`src/rtl/seq_pattern_tx_if.sv`:
```
// rtl/seq_pattern_tx_if.sv - control and serial-output bundle for seq_pattern_tx
interface seq_pattern_tx_if #(
  parameter int CNT_WIDTH = 4
);
  logic                 start;
  logic                 abort;
  logic [CNT_WIDTH-1:0] repeat_cnt;
  logic                 out_bit;
  logic                 out_valid;
  logic                 busy;
  logic                 done;

  modport master (
    output start, abort, repeat_cnt,
    input  out_bit, out_valid, busy, done
  );

  modport slave (
    input  start, abort, repeat_cnt,
    output out_bit, out_valid, busy, done
  );
endinterface

```
`src/rtl/seq_pattern_tx.sv`:
```
// rtl/seq_pattern_tx.sv - repeats a fixed bit pattern MSB first, a programmable number of times
module seq_pattern_tx #(
  parameter int                   PAT_WIDTH = 4,
  parameter logic [PAT_WIDTH-1:0] PATTERN   = 4'b1011,
  parameter int                   CNT_WIDTH = 4
) (
  input  logic               clk,
  input  logic               reset,
  seq_pattern_tx_if.slave    bus
);

  localparam int IDX_W = (PAT_WIDTH > 1) ? $clog2(PAT_WIDTH) : 1;
  localparam logic [IDX_W-1:0] LAST_IDX = IDX_W'(PAT_WIDTH - 1);

  typedef enum logic [1:0] {
    ST_IDLE = 2'd0,
    ST_SEND = 2'd1,
    ST_DONE = 2'd2
  } state_t;

  state_t               state;
  state_t               state_nxt;
  logic [IDX_W-1:0]     bit_idx;
  logic [CNT_WIDTH-1:0] rep_cnt;
  logic [CNT_WIDTH-1:0] cnt_lat;
  logic                 accept;
  logic                 last_bit;

  // start is only honoured from IDLE, and a simultaneous abort vetoes it
  assign accept   = (state == ST_IDLE) && bus.start && !bus.abort;
  // last bit of the last repetition; rep_cnt stops here so it can never wrap
  assign last_bit = (bit_idx == LAST_IDX) && (rep_cnt == cnt_lat);

  // state register
  always_ff @(posedge clk or posedge reset) begin
    if (reset) begin
      state <= ST_IDLE;
    end else begin
      state <= state_nxt;
    end
  end

  // next-state decode
  always_comb begin
    state_nxt = state;
    case (state)
      ST_IDLE: if (accept) state_nxt = ST_SEND;
      ST_SEND: begin
        if (bus.abort) begin
          state_nxt = ST_IDLE;
        end else if (last_bit) begin
          state_nxt = ST_DONE;
        end
      end
      ST_DONE: state_nxt = ST_IDLE;
      default: state_nxt = ST_IDLE;
    endcase
  end

  // bit position, repetition count and the count latched at start
  always_ff @(posedge clk or posedge reset) begin
    if (reset) begin
      bit_idx <= '0;
      rep_cnt <= '0;
      cnt_lat <= '0;
    end else if (accept) begin
      bit_idx <= '0;
      rep_cnt <= '0;
      cnt_lat <= bus.repeat_cnt;
    end else if (state == ST_SEND) begin
      if (bus.abort || last_bit) begin
        bit_idx <= '0;
        rep_cnt <= '0;
      end else if (bit_idx == LAST_IDX) begin
        bit_idx <= '0;
        rep_cnt <= rep_cnt + 1'b1;
      end else begin
        bit_idx <= bit_idx + 1'b1;
      end
    end
  end

  // outputs decoded from registered state only; out_bit is forced low outside SEND
  always_comb begin
    bus.out_bit   = 1'b0;
    bus.out_valid = 1'b0;
    bus.busy      = 1'b0;
    bus.done      = 1'b0;
    case (state)
      ST_SEND: begin
        bus.out_valid = 1'b1;
        bus.busy      = 1'b1;
        bus.out_bit   = PATTERN[LAST_IDX - bit_idx];
      end
      ST_DONE: bus.done = 1'b1;
      default: ;
    endcase
  end

endmodule
```
`src/flat_wrapper.sv`:
```
// flat-port wrapper written by rule: the top's interface ports become plain ports
module seq_pattern_tx_flat 
#(
  parameter int                   PAT_WIDTH = 4,
  parameter logic [PAT_WIDTH-1:0] PATTERN   = 4'b1011,
  parameter int                   CNT_WIDTH = 4
)
  (clk, reset, bus_start, bus_abort, bus_repeat_cnt, bus_out_bit, bus_out_valid, bus_busy, bus_done);
  seq_pattern_tx_if #(.CNT_WIDTH(CNT_WIDTH)) bus_i ();
  input  logic clk;
  input  logic reset;
  input wire logic [$bits(bus_i.start)-1:0] bus_start;
  input wire logic [$bits(bus_i.abort)-1:0] bus_abort;
  input wire logic [$bits(bus_i.repeat_cnt)-1:0] bus_repeat_cnt;
  output wire logic [$bits(bus_i.out_bit)-1:0] bus_out_bit;
  output wire logic [$bits(bus_i.out_valid)-1:0] bus_out_valid;
  output wire logic [$bits(bus_i.busy)-1:0] bus_busy;
  output wire logic [$bits(bus_i.done)-1:0] bus_done;
  assign bus_i.start = bus_start;
  assign bus_i.abort = bus_abort;
  assign bus_i.repeat_cnt = bus_repeat_cnt;
  assign bus_out_bit = bus_i.out_bit;
  assign bus_out_valid = bus_i.out_valid;
  assign bus_busy = bus_i.busy;
  assign bus_done = bus_i.done;
  seq_pattern_tx #(.PAT_WIDTH(PAT_WIDTH), .PATTERN(PATTERN), .CNT_WIDTH(CNT_WIDTH)) u_core (.clk(clk), .reset(reset), .bus(bus_i));
endmodule
```
`config.mk`:
```
export PLATFORM = sky130hd
export DESIGN_NAME = seq_pattern_tx_flat
export DESIGN_NICKNAME = d
export VERILOG_FILES = /design/src/rtl/seq_pattern_tx_if.sv /design/src/rtl/seq_pattern_tx.sv /design/src/flat_wrapper.sv
export SDC_FILE = /design/constraint.sdc
export NUM_CORES = 1
export LEC_CHECK = 0
export CORE_MARGIN = 2
export CORE_UTILIZATION = 49
export DETAILED_ROUTE_END_ITERATION = 10
export PLACE_DENSITY = 0.76
export SETUP_SLACK_MARGIN = 0.5
export SLEW_MARGIN = 5
export SYNTH_ARGS = -nofsm -noshare
export SYNTH_HDL_FRONTEND = slang
export SYNTH_SLANG_ARGS = --single-unit
export TNS_END_PERCENT = 50
```
`constraint.sdc`:
```
create_clock -name clk -period 1.63 [get_ports clk]
set_input_delay 0.489 -clock clk [delete_from_list [all_inputs] [get_ports clk]]
set_output_delay 0.489 -clock clk [all_outputs]
set_load 0.01 [all_outputs]
```
# Yosys cells after proc, flatten, opt, wreduce, memory -nomap -nowiden
# Cells that the tools add are included.
# Widths: inputs -> output; s select.
word_totals:
  in_bits: 8
  word_cells: 41
  output_inout_bits: 4
  ff_bits: 12
classes:
  n_addsub: 3
  order_cmp: 1
  n_eq_ne: 6
  n_mux: 17
  reduce_logical: 10
op_table:
  columns: ["op", "count"]
  rows:
  - ["$mux 4", 4]
  - ["$mux 2", 7]
  - ["$add 4x1->4 const B", 1]
  - ["$eq 2x2->1 const B", 2]
  - ["$eq 4x4->1", 1]
  - ["$mux 1", 4]
  - ["$pmux 2 s2", 1]
  - ["$reduce_and 2->1", 2]
  - ["$logic_and 1x1->1", 3]
  - ["$lt 2x3->1 const B", 1]
  - ["$ne 3x2->1 const B", 1]
  - ["$reduce_bool 3->1", 1]
  - ["$add 2x1->2 const B", 1]
  - ["$bmux 1 s2", 1]
  - ["$eq 2x1->1 const B", 1]
  - ["$logic_not 2->1", 1]
  - ["$ne 2x1->1 const B", 1]
  - ["$reduce_bool 2->1", 1]
  - ["$sub 2x2->2 const A", 1]
  - ["$logic_not 1->1", 1]
  - ["$logic_or 1x1->1", 1]

# Longest topological paths before layout
# Gate-level depths: netlist of the first run.
logic_depth:
  depth_word: 6
  depth_mapped: 6
  ltp_nobuf: 6

# Worst setup path before layout of the first run
# No wires, ideal clock.
synth_path:
  path_kind: "input port to flip-flop"
  start: "in bus_start"
  end: "reg u_core.rep_cnt[0]"
  setup_time_ps: 65
  n_path_buf: 0
  t_arrival_ps: 1407
  cell_stages: 5
  slack_ps: 158
  path_cell_list: "nor3b_1 -> or2_1 -> a31o_2 -> or3_1 -> nand2_1"
synth_via:
  elab_chain_len: 4
  word_cells_on_any_way: 6
synth_lines:
  columns: ["element", "line_no", "rtl"]
  rows:
  - ["start, declared", "flat_wrapper.sv:12", "input wire logic [$bits(bus_i.start)-1:0] bus_start;"]
  - ["$logic_and 1x1->1 (*) (2 in a row)", "seq_pattern_tx.sv:30", "assign accept = (state == ST_IDLE) && bus.start && !bus.abort;"]
  - ["$reduce_bool 3->1 (no line) or $reduce_bool 2->1 (tied branches)", null, null]
  - ["$reduce_and 2->1 (no line)", null, null]
  - ["end signal, assigned", "seq_pattern_tx.sv:76", "rep_cnt <= rep_cnt + 1'b1;"]
  - ["end, declared", "seq_pattern_tx.sv:24", "logic [CNT_WIDTH-1:0] rep_cnt;"]
# Mark *: on every way between the ends. The rest lies on a longest branch, timed or not.
# A chain may end at the register's enable or synchronous reset.

# Worst setup path in the final report of the first run
layout_path:
  start: "reg u_core.state[1]"
  end: "out bus_out_bit"
layout_via:
  elab_chain_len: 2
layout_lines:
  columns: ["element", "line_no", "rtl"]
  rows:
  - ["start, declared", "seq_pattern_tx.sv:21", "state_t state;"]
  - ["start signal, assigned", "seq_pattern_tx.sv:39", "state <= state_nxt;"]
  - ["$eq 2x1->1", "seq_pattern_tx.sv:89", "case (state)"]
  - ["$mux 1", "seq_pattern_tx.sv:89", null]
  - ["end, declared", "flat_wrapper.sv:15", "output wire logic [$bits(bus_i.out_bit)-1:0] bus_out_bit;"]
# No other way between the ends.

==> impl_metrics.ini, run 1 <==
[drt]
wl_per_cell_um = 13.4
avgViaCountPerCell = 5.11
initialDrtViolationCount = 2
wl_met2_um = 820
drtAntennaViolNets = 0
routed-wl-met3_um = 52
wl_um = 1410
met1_length_um = 516
drtPass1Iterations = 4
detail_route.drc_violations = 0
top_layer_used = met4
vias = 537

[power]
power.density_mw_per_mm2 = 983
ir_worst_vdd_v = 0.000807
power_leakage_nw = 0.496

[yosys]
yosys-top-cells-count = dfrtp_1 (12), nand2_1 (5), mux2_2 (4)
synth_seq_cells = 12
synth_area_leaders = dfrtp_1 (45%), mux2_2 (6.8%), ha_1 (5.7%)
synth.cell_area_um2 = 662
synth_top_area_cell = dfrtp_1
async_flop_share = 1.00
synth_top_area_share = 0.454
yosysWarningCount = 0
syn_inst = 59
seq_area_frac_synth = 0.454
synth_ff_type = dfrtp_1
synth_edf_count = 0
yosysUniqueCellTypes = 28
post-synth-top-count-cell = dfrtp_1
synth_nets = 70
postSynthAreaPerCell_um2 = 11.2

[setup_path]
required_ns = 1.14
arrival_ns = 1.18
end_kind = output port
path_class = reg2out
startpoint_type = flip-flop
path_max_fanout = 4

[clock_tree]
clk_latency_ns = 0.28
cts_hold_buf = 0
cts_buffer_depth = 2
cts_made_buffers = 3
h-tree-depth = 1
path_clk_slew_ns = 0.08
cts_root_buffer = clkbuf_4
clkSinkCount = 12
cts_tree = yes

[timing]
fin_crit_sh = 1.02
drv_slew = 0
rsz0062_at_grt = yes
fin_crit_ns = 1.67
fin_tns_setup_ns = -0.0351
setup-violations-final = 1
clock.fmax_mhz = 601
skew_ns = 0.00193
hold_violations = 0
tightestPinTransition_ns = 0.448
timing.final.ws_setup_ns = -0.0351
slew_headroom = 0.701

[run]
maxCapViolations = 0

[die]
die_y_um = 40.8
chipWidth_um = 40.8
start_util = 0.515
dieArea_mm2 = 0.00166
num_io_pins = 12
rows = 13
core_mm2 = 0.00128

[finish]
layout.nets = 102
diodes = 0
drive_above_1_share = 0.556
syn2layout_area_growth_pct = 58.4
fillers = 74

[global_routing]
grt_pass1_vias = 510
antenna_found_initial = 0
grt_max_degree = 13
grt_pass1_wl_um = 2130
grt.overflow.total = 0
grt.total_usage = 0.207

[placement]
post-dp-hpwl_um = 1030
port_buffers = 11
gp_congestion = 0.755
pre_cts_ws_ns = -0.371

[status]
outcome = complete, but fails checks
violations = negative setup slack

[worst_hold_path]
hold_path.class = in2async
stage by stage:
stage | instances | area, um^2 | utilization | hold slack, ns | power (W)
after floorplan | 59 | 681 | - | 0.354 | 0.000579
after global placement | 97 | 896 | 0.697 | 0.510 | 0.000682
after detailed placement | 97 | 896 | 0.697 | 0.525 | 0.000698
after CTS | 105 | 1010 | 0.789 | 0.521 | 0.000996
after global routing | 105 | 1050 | 0.816 | 0.563 | 0.00109
final | 105 | 1050 | 0.816 | 0.505 | 0.00103
power by group:
part	switching (W)	total (W)	leakage [nW]	internal [W]
Sequential	0.0000592	0.000417	0.151	0.000357
Combinational	0.000154	0.000371	0.323	0.000217
Clock	0.000106	0.000242	0.0210	0.000136
Total	0.000319	0.00103	0.496	0.000711
final cells by class:
class	count	area (um^2)	area share
multi-input cells	43	420	0.401
flip-flops and latches	12	303	0.289
repair buffers	28	256	0.245
well taps	15	18.8	0.0179
clock buffers	4	36.3	0.0346
inverters	3	13.8	0.0131
cell usage in the layout (no fill, tap or decap), drive strengths merged, types with 2 or more instances in the layout:
cell | synthesis | routed
mux2 | 4 | 4
a21oi | 3 | 3
inv | 3 | 3
nor3 | 3 | 3
buf | 1 | 21
dfrtp | 12 | 12
or2 | 2 | 2
clkdlybuf4s50 | 0 | 5
nor4b | 2 | 2
ha | 3 | 3
nand2 | 5 | 5
clkbuf | 0 | 4
o21ai | 2 | 2
nor2 | 2 | 2
nand3 | 2 | 2
xor2 | 3 | 3
xnor2 | 2 | 2
logic make-up after synthesis:
logic type	synth area share
buf+inv	0.0284
simple gates	0.223
mux	0.0680
fa+ha+maj	0.0567
flops	0.454
xor+xnor	0.0662
compound gates	0.104
timing repair:
| action | 4_1_cts | 5_1_grt |
|---|---|---|
| gates resized for setup | 35 | 9 |
| pin swaps | 17 | 11 |
| setup endpoints to repair | 16 | 16 |
| setup buffers | 4 | 0 |
state kept, by name, indices dropped and copies added (netlist names):
signal / cells
u_core.bit_idx: 2
u_core.rep_cnt: 4
u_core.state: 2
u_core.cnt_lat: 4
critical path: stages (launching register included):
cell     delay (ns)
dfrtp_1        0.39
or2b_4         0.28
nor2_1         0.09
buf_2          0.13
routing by layer:
metal | vias up | GRT usage
met1 | 259 | 0.213
met5 | - | 0
met4 | 0 | 0.0750
li1 | 264 | -
met3 | 2 | 0.0489
met2 | 12 | 0.397
final timing paths:
check | start | endpoint | slack, ns | depth (start not counted)
hold reg to reg | u_core.cnt_lat[3] | u_core.cnt_lat[3] | 0.54 | 1
setup / recovery | u_core.state[1] | bus_out_bit | -0.04 | 3
hold / removal | reset | u_core.state[0] | 0.50 | 2
setup reg to reg | u_core.bit_idx[0] | u_core.rep_cnt[3] | 0.08 | 7
min in group clk | u_core.cnt_lat[3] | u_core.cnt_lat[3] | 0.54 | 1
max in group asynchronous | reset | u_core.rep_cnt[3] | 0.79 | 2
No activity file was read; power rests on OpenSTA's default activity.
==> run 2: changes to the inputs <==
- ABC_AREA: unset -> 1
==> run 2 against run 1 <==
Effect of this change:
- the run still ends with negative setup slack left
- synthesized area grew 3.4%
- sequential share of layout area shrank 3.4 points
- final cell count grew 30%
- clock power is essentially flat
- core utilization grew 9.7 points
- critical endpoint unchanged
==> impl_metrics.ini, run 2 <==
[status]
outcome = complete, but fails checks
violations = negative setup slack

[setup_path]
cp.depth = 5
critPathBufInv = 3
slowest_delay_ns = 0.39
required_ns = 1.14
crit_slowest_cell = dfrtp_1
crit_family = flip-flops
arrival_ns = 1.16
path_cells = inv_2 -> nor2_4 -> inv_2 -> nor2_4 -> buf_6
path_class = reg2out
startpoint_type = flip-flop
r2r.worst_path.cells = 8
path_max_fanout = 4
end_kind = output port

[clock_tree]
cts_buffer_depth = 2
h-tree-depth = 1
clk_latency_ns = 0.28
path_clk_slew_ns = 0.08
clkSinkCount = 12
cts_root_buffer = clkbuf_4
cts_hold_buf = 0
cts_tree = yes
cts_made_buffers = 3

[placement]
post-dp-hpwl_um = 1230
dp_cells = 122
port_buffers = 11
gp_congestion = 0.827
pre_cts_ws_ns = -0.128

[yosys]
synth_ff_type = dfrtp_1
synth_area_leaders = dfrtp_1 (44%), nand2_1 (13%), inv_1 (7.7%)
postSynthAreaPerCell_um2 = 7.96
synth_top_area_cell = dfrtp_1
yosysWarningCount = 0
synth_seq_cells = 12
synth_top_area_share = 0.439
synth.cell_area_um2 = 684
synth_nets = 97
synth_edf_count = 0
async_flop_share = 1.00
yosys-top-cells-count = nand2_1 (24), inv_1 (14), dfrtp_1 (12)
syn_inst = 86
yosysUniqueCellTypes = 20
seq_area_frac_synth = 0.439
post-synth-top-count-cell = nand2_1

[timing]
clock.fmax_mhz = 606
slew_headroom = 0.689
rsz0062_at_grt = yes
fin_crit_sh = 1.01
setup-violations-final = 1
fin_crit_ns = 1.65
hold_violations = 0
skew_ns = 0.00176
drv_slew = 0
timing.final.ws_setup_ns = -0.0210
tightestPinTransition_ns = 0.467

[global_routing]
grt_max_degree = 13
antenna_found_initial = 0
grt_pass1_wl_um = 3080
grt.overflow.total = 0
grt_pass1_vias = 686
grt.total_usage = 0.293

[die]
dieArea_mm2 = 0.00171
die_y_um = 41.4
rows = 13
num_io_pins = 12
chipWidth_um = 41.4
core_mm2 = 0.00130
start_util = 0.526

[power]
power_leakage_nw = 0.540
p_clk_frac = 0.217
switching_share = 0.379
power.density_mw_per_mm2 = 934
internal_power_w = 0.000689
pwr-share-seq = 0.367
ir_worst_vdd_v = 0.000742
combPwrFrac = 0.416
switchingPower_w = 0.000421

[finish]
final_core_util = 0.913
biggestRegsByFlops = u_core.cnt_lat (4), u_core.rep_cnt (4)
finalNonFillerCells = 136
final_common_cell = nand2_1
diodes = 0
syn2layout_area_growth_pct = 73.7
drive_above_1_share = 0.587
final_cell_mix = nand2_1 (14), buf_4 (13), dfrtp_1 (10)
fillers = 50
layout.nets = 133

[drt]
avgViaCountPerCell = 5.79
drtPass1Iterations = 4
detail_route.drc_violations = 0
initialDrtViolationCount = 32
drtAntennaViolNets = 0
wl_um = 2660
wl_per_cell_um = 19.5
vias = 788

[run]
maxCapViolations = 0

[worst_hold_path]
hold_path.class = in2async
run 2: per-stage QoR:
stage	instance area (um^2)	power (W)	hold WS, ns	setup TNS (ns)
global route	1190	0.00116	0.569	-0.0643
global placement	902	0.000666	0.505	-0.443
detailed placement	902	0.000686	0.523	-0.935
CTS	1010	0.000958	0.537	0
floorplan	698	0.000561	0.354	0
finish	1190	0.00111	0.529	-0.0210
run 2: final timing paths:
path / from / to / slack, ns
worst max-delay path: u_core.state[0] / bus_out_bit / -0.02
worst min-delay path: reset / u_core.state[0] / 0.53
worst max register to register: u_core.state[0] / u_core.bit_idx[1] / 0.10
worst min register to register: u_core.cnt_lat[2] / u_core.cnt_lat[2] / 0.53
max in group asynchronous: reset / u_core.rep_cnt[0] / 0.76
min in group clk: u_core.cnt_lat[2] / u_core.cnt_lat[2] / 0.53
run 2: power groups by stage:
stage	clock [W]	combinational, W	sequential [W]
floorplan	0	0.000173	0.000388
global placement	0	0.000275	0.000392
detailed placement	0	0.000288	0.000399
CTS	0.000241	0.000324	0.000394
global route	0.000257	0.000490	0.000411
finish	0.000241	0.000461	0.000408
run 2: area by class of cell:
class / count / area [um^2] / area share
multi-input cells: 59 / 488 / 0.411
flip-flops and latches: 12 / 303 / 0.255
repair buffers: 32 / 283 / 0.238
inverters: 14 / 60.1 / 0.0505
clock buffers: 4 / 36.3 / 0.0305
well taps: 15 / 18.8 / 0.0158
run 2: what timing repair did:
| item | 4_1_cts | 5_1_grt |
|---|---|---|
| setup buffers | 5 | 5 |
| setup endpoints to repair | 16 | 16 |
| pin swaps | 6 | 21 |
| resized for setup | 35 | 37 |
run 2: cells by family after synthesis:
family | count (synthesis) | synth area share
simple gates | 43 | 0.303
compound gates | 12 | 0.102
buf+inv | 15 | 0.0878
xor+xnor | 1 | 0.0128
fa+ha+maj | 3 | 0.0549
flops | 12 | 0.439
run 2: worst register-to-register path, cell delays in order (launching register included):
cell and delay, ns:
dfrtp_1 0.39, inv_2 0.07, nor2_4 0.16, inv_2 0.07, buf_4 0.13, buf_4 0.12
buf_6 0.11, or2_0 0.24, o21ai_2 0.16
run 2: routing by layer:
metal	global-route usage	share of wire
met1	0.319	0.38
met2	0.508	0.51
met3	0.0957	0.062
met4	0.145	0.047
met5	0	0
